$ cat src/rtl/mem_io_pkg.sv
// mem_io_pkg: shared region encoding and bus sizing for the memory/I-O responder
package mem_io_pkg;
  localparam int DW = 9;
  localparam int RAM_AW = 7;
  typedef enum logic [1:0] {
    RAM = 2'b00,
    LED = 2'b01,
    SW  = 2'b10,
    CNT = 2'b11
  } region_t;
endpackage

$ cat src/rtl/sync_ram_128x9.sv
// sync_ram_128x9: single write port, registered read-first read port, no array reset
// clk; we_i/waddr_i/wdata_i write port; raddr_i -> rdata_o one edge later (old word on collision)
module sync_ram_128x9 #(
  parameter int DW = 9,
  parameter int AW = 7
) (
  input  logic          clk,
  input  logic          we_i,
  input  logic [AW-1:0] waddr_i,
  input  logic [DW-1:0] wdata_i,
  input  logic [AW-1:0] raddr_i,
  output logic [DW-1:0] rdata_o
);
  logic [DW-1:0] mem_q [2**AW];
  logic [DW-1:0] rdata_q;
  always_ff @(posedge clk) begin
    if (we_i) mem_q[waddr_i] <= wdata_i;
    rdata_q <= mem_q[raddr_i];
  end
  assign rdata_o = rdata_q;
endmodule

$ cat src/rtl/mem_io_responder.sv
// mem_io_responder: decodes RAM/LED/switch/counter regions behind the processor bus, 1-cycle read latency
// clk, rst (async high); addr_i/dout_i/w_d_i processor bus -> din_o; sw_i -> synchronized switches;
// led_o LED register; load_valid_i/load_addr_i/load_data_i -> load_ready_o loader port into RAM
module mem_io_responder #(
  parameter int DW = mem_io_pkg::DW,
  parameter int RAM_AW = mem_io_pkg::RAM_AW
) (
  input  logic              clk,
  input  logic              rst,
  input  logic [RAM_AW+1:0] addr_i,
  input  logic [DW-1:0]     dout_i,
  input  logic              w_d_i,
  output logic [DW-1:0]     din_o,
  input  logic [DW-1:0]     sw_i,
  output logic [DW-1:0]     led_o,
  input  logic              load_valid_i,
  input  logic [RAM_AW-1:0] load_addr_i,
  input  logic [DW-1:0]     load_data_i,
  output logic              load_ready_o
);
  import mem_io_pkg::*;
  region_t region;
  logic [DW-1:0] led_q, led_d, cnt_q, cnt_d, sw1_q, sw2_q, oth_q, oth_d, ram_rd;
  logic ram_sel_q, ram_we;
  assign region = region_t'(addr_i[RAM_AW+1:RAM_AW]);
  assign load_ready_o = load_valid_i & ~w_d_i & ~rst;
  // RAM array has no reset, so a write coinciding with reset is suppressed here
  assign ram_we = (w_d_i & (region == RAM) & ~rst) | load_ready_o;
  always_comb begin
    led_d = (w_d_i && region == LED) ? dout_i : led_q;
    cnt_d = (w_d_i && region == CNT) ? dout_i : cnt_q + DW'(1);
    oth_d = (region == LED) ? led_q : (region == SW) ? sw2_q : cnt_q;
  end
  // din_o is a mux of registers; ram_sel_q resets to 0 so din_o clears with oth_q
  always_ff @(posedge clk or posedge rst) begin
    if (rst) begin
      led_q     <= '0;
      cnt_q     <= '0;
      sw1_q     <= '0;
      sw2_q     <= '0;
      oth_q     <= '0;
      ram_sel_q <= 1'b0;
    end else begin
      led_q     <= led_d;
      cnt_q     <= cnt_d;
      sw1_q     <= sw_i;
      sw2_q     <= sw1_q;
      oth_q     <= oth_d;
      ram_sel_q <= (region == RAM);
    end
  end
  sync_ram_128x9 #(.DW(DW), .AW(RAM_AW)) u_ram (
    .clk     (clk),
    .we_i    (ram_we),
    .waddr_i (w_d_i ? addr_i[RAM_AW-1:0] : load_addr_i),
    .wdata_i (w_d_i ? dout_i : load_data_i),
    .raddr_i (addr_i[RAM_AW-1:0]),
    .rdata_o (ram_rd)
  );
  assign din_o = ram_sel_q ? ram_rd : oth_q;
  assign led_o = led_q;
endmodule

$ cat config.mk
export PLATFORM = sky130hd
export DESIGN_NAME = mem_io_responder
export DESIGN_NICKNAME = d
export VERILOG_FILES = /design/src/rtl/mem_io_pkg.sv /design/src/rtl/sync_ram_128x9.sv /design/src/rtl/mem_io_responder.sv
export SDC_FILE = /design/constraint.sdc
export NUM_CORES = 1
export LEC_CHECK = 0
export CORE_MARGIN = 3
export CORE_UTILIZATION = 30
export CTS_CLUSTER_DIAMETER = 150
export DETAILED_ROUTE_END_ITERATION = 6
export SETUP_SLACK_MARGIN = 0.3
export SLEW_MARGIN = 20
export SYNTH_ARGS = -nofsm -noshare
export SYNTH_HDL_FRONTEND = slang
export SYNTH_SLANG_ARGS = --single-unit
$ cat constraint.sdc
create_clock -name clk -period 2.3 [get_ports clk]
set_clock_uncertainty 0.05 [all_clocks]
set_input_delay 0.23 -clock clk [delete_from_list [all_inputs] [get_ports clk]]
set_output_delay 0.23 -clock clk [all_outputs]
set_load 0.01 [all_outputs]
==> impl_results.md <==
- Syn nets: 2048
- Area growth syn-to-layout: 23.0%
- Worst setup EP type: flip-flop
- Clock root cell: clkbuf_16
- Crit start category: flip-flop
- Worst slew margin: 33.0%
- RSZ-0062 raised after global routing: yes
- Largest fanout on the critical path: 2
- Crit path time final: 2.56 ns
- R2r setup slk: -0.26 ns
- Leakage: 18.2 nW
- Metal2 WL: 55.0 mm
- Nets: 2455
- Vias in the first global route: between 20k and 25k
- PD cells: 818 nW/um^2
- Max cap viols: 0
- # setup viols final: 9
- Area after DPL: 52900 um^2
- Number of instances in the placed design: 4313
- Met1 WL: 48.2 mm
- Wire length on met3: 8.99 mm
- # IOs: 66
- CTS clk-pin slew, worst paths: 0.06 ns
- Synth area leaders: edfxtp_1, mux4_2, dfrtp_1
- Ys flop type: edfxtp_1
- WP data arrival: 3.10 ns
- Initial antenna violation count: 6
- H-tree depth: 3
- Die area: 160000 um^2
- Hold WC Path Type: in -> reg
- Detailed-route via count: about 23k
- Core Area: 154000 um^2
- Worst hold margin: 0.126 ns
- Synth warn: 0
- Yosys cell types: 29
- Fin crit share: 111%
- PnR worst setup slack: -0.261 ns
- Highest Signal Layer: met5
- Cell area after layout: 57300 um^2
- Post-synth EDFFs: 1152
- Die Span Y: 400 um
- Clock latency on the worst-skew pair: 0.73 ns
- TritonCTS clock tree: yes
- GP Congestion: 0.831
- Residual DRC: 0
- Critical path required time: around 2.8 ns
- Clock net sink count: around 1.2k
- Top cell type by total area after synthesis: edfxtp_1
- Row cnt: 144
- Pre-antenna DRT Iters: 7
- CTS buffer count: 115
- Initial Util: 30.2%
- Vias per cell: 4.97
- First-pass GRT wire length: 169 mm
- Final hold viol count: 0
- Average wire per standard cell: 25.3 um
- Tightest Pin Transition: 1.00 ns
- Overall Global Routing Usage: 14.3%
- DP HPWL: 74.5 mm
- IO Port Bufs: 65
- Synthesized area per cell: around 23 um^2
- Maximum VDD drop: ~0.62 mV
- Sequential area share after synthesis: 77.0%
- Mapped Area: 46600 um^2
- Synth Instances: 2000
- Antenna Nets Post-Route: 0
- GR Overflow Total: 0
- Initial DRC count: 2482
- Status: finished with violations
- Yosys reg bits: about 1.2k
- Total Wirelength: around 110 mm
- Crit Path Class: reg -> reg
- Top cell type's share of synthesized area: 74.2%
- Post-route insts no fill: about 4.5k
- Pins Over Slew Limit: 0
- Chip width: 400 um
- Clock Tree Buf Depth: 3
- Fmax: 0.391 GHz
- Synth async-reset ratio: around 3.8%
- Failing checks: setup timing
- Pin count of the biggest net entering global routing: roughly 130
- Share of layout cells above drive strength 1: 38.9%
==> Yosys cell counts (4+ instances only) <==
| cell | n |
|---|---|
| nor2_1 | 136 |
| dfrtp_1 | 46 |
| xor2_1 | 4 |
| mux2_2 | 37 |
| buf_2 | 20 |
| nand2b_1 | 4 |
| mux2i_1 | 10 |
| nand3b_1 | 4 |
| o21ai_0 | 13 |
| and3_1 | 4 |
| nand2_1 | 31 |
| dfxtp_1 | 9 |
| nand3_1 | 19 |
| buf_1 | 23 |
| inv_1 | 6 |
| mux4_2 | 378 |
| buf_4 | 10 |
| a21oi_1 | 11 |
| a211oi_1 | 9 |
| edfxtp_1 | 1152 |
| clkbuf_1 | 52 |
| nor2b_1 | 9 |
==> layout make-up <==
cell class | instances | area, um^2
Inverter | 7 | 26.3
Clock inverter | 68 | 726
Sequential cell | 1207 | 35900
Multi-Input combinational cell | 681 | 10700
Clock buffer | 142 | 3020
Timing Repair Buffer | 395 | 4380
Antenna cell | 1 | 2.50
Fill cell | 13855 | 96900
Tap cell | 2044 | 2560
==> worst paths after layout <==
check / startpoint / to / depth (start not counted)
setup / recovery: u_ram.mem_q[95][2]$_DFFE_PP_ / u_ram.rdata_o[2]$_DFF_P_ / 4
hold / removal: dout_i[1] / cnt_q[1]$_DFF_PP0_ / 3
setup reg to reg: u_ram.mem_q[95][2]$_DFFE_PP_ / u_ram.rdata_o[2]$_DFF_P_ / 4
hold reg to reg: sw1_q[4]$_DFF_PP0_ / sw2_q[4]$_DFF_PP0_ / 0
max in group asynchronous: rst / ram_sel_q$_DFF_PP0_ / 4
min in group asynchronous: rst / led_o[0]$_DFFE_PP0P_ / 4
==> through the flow <==
stage / setup WS, ns / utilization, % / setup TNS [ns] / power, mW
finish: -0.261 / 37.2 / -1.48 / 46.9
global route: -0.286 / 37.2 / -1.74 / 48.4
CTS: -0.231 / 36.9 / -1.56 / 47.3
detailed placement: -0.795 / 34.3 / -422.36 / 28.3
global placement: -0.781 / 34.3 / -411.16 / 28.3
floorplan: -0.164 / - / -1.47 / 26.8
==> metal layers <==
metal	vias up	track usage (%)
li1	9305	-
met1	12210	20.0
met2	919	22.6
met3	158	3.02
met4	4	3.82
met5	-	0
==> cell families after synthesis <==
| logic type | Yosys count | share of synthesized area [%] |
|---|---|---|
| flops | 1207 | 77.0 |
| mux | 425 | 19.4 |
| simple gates | 209 | 1.88 |
| buf+inv | 112 | 1.04 |
| compound gates | 39 | 0.523 |
| xor+xnor | 7 | 0.131 |
| fa+ha+maj | 1 | 0.0268 |
==> critical path, cell delays in order (launching register included) <==
cell      delay, ns
edfxtp_1       0.36
mux4_2         0.53
mux4_2         0.58
mux4_2         0.62
mux2_4         0.30
==> where the power goes <==
group	internal (mW)	switching, mW	leakage [nW]	total (mW)
Clock	10.9	8.05	1.82	18.9
Sequential	24.4	0.196	11.0	24.6
Combinational	1.54	1.79	5.42	3.33
==> registers in the layout, summed over array words and instances, names as in the netlist <==
signal,count
cnt_q,9
led_o,9
oth_q,9
ram_sel_q,1
sw1_q,9
sw2_q,9
u_ram.mem_q,1152
u_ram.rdata_o,9
==> layout by cell type (no fill, tap or decap), types with 10 or more instances in the layout <==
cell type,count
nand2_1,31
bufinv_16,14
nor2_1,88
mux4_2,378
a21oi_1,10
nor2_2,15
clkbuf_1,23
clkdlybuf4s50_1,47
mux2_4,26
clkinv_1,25
mux2_2,10
clkbuf_16,116
nand3_1,12
dlygate4sd3_1,10
o21ai_0,13
clkinv_2,16
buf_6,56
buf_4,186
edfxtp_1,1152
dfrtp_1,45
nor2_4,33
buf_12,81
==> timing repair <==
item | in CTS | in global routing
setup buffers | 5 | 1
cloned | 0 | 5
resized for setup | 79 | 105
setup endpoints to repair | 154 | 896
hold endpoints to repair | 55 | 0
hold buffers | 10 | 0
pin swaps | 0 | 3
Note: power is estimated with default switching activity, not from simulation.
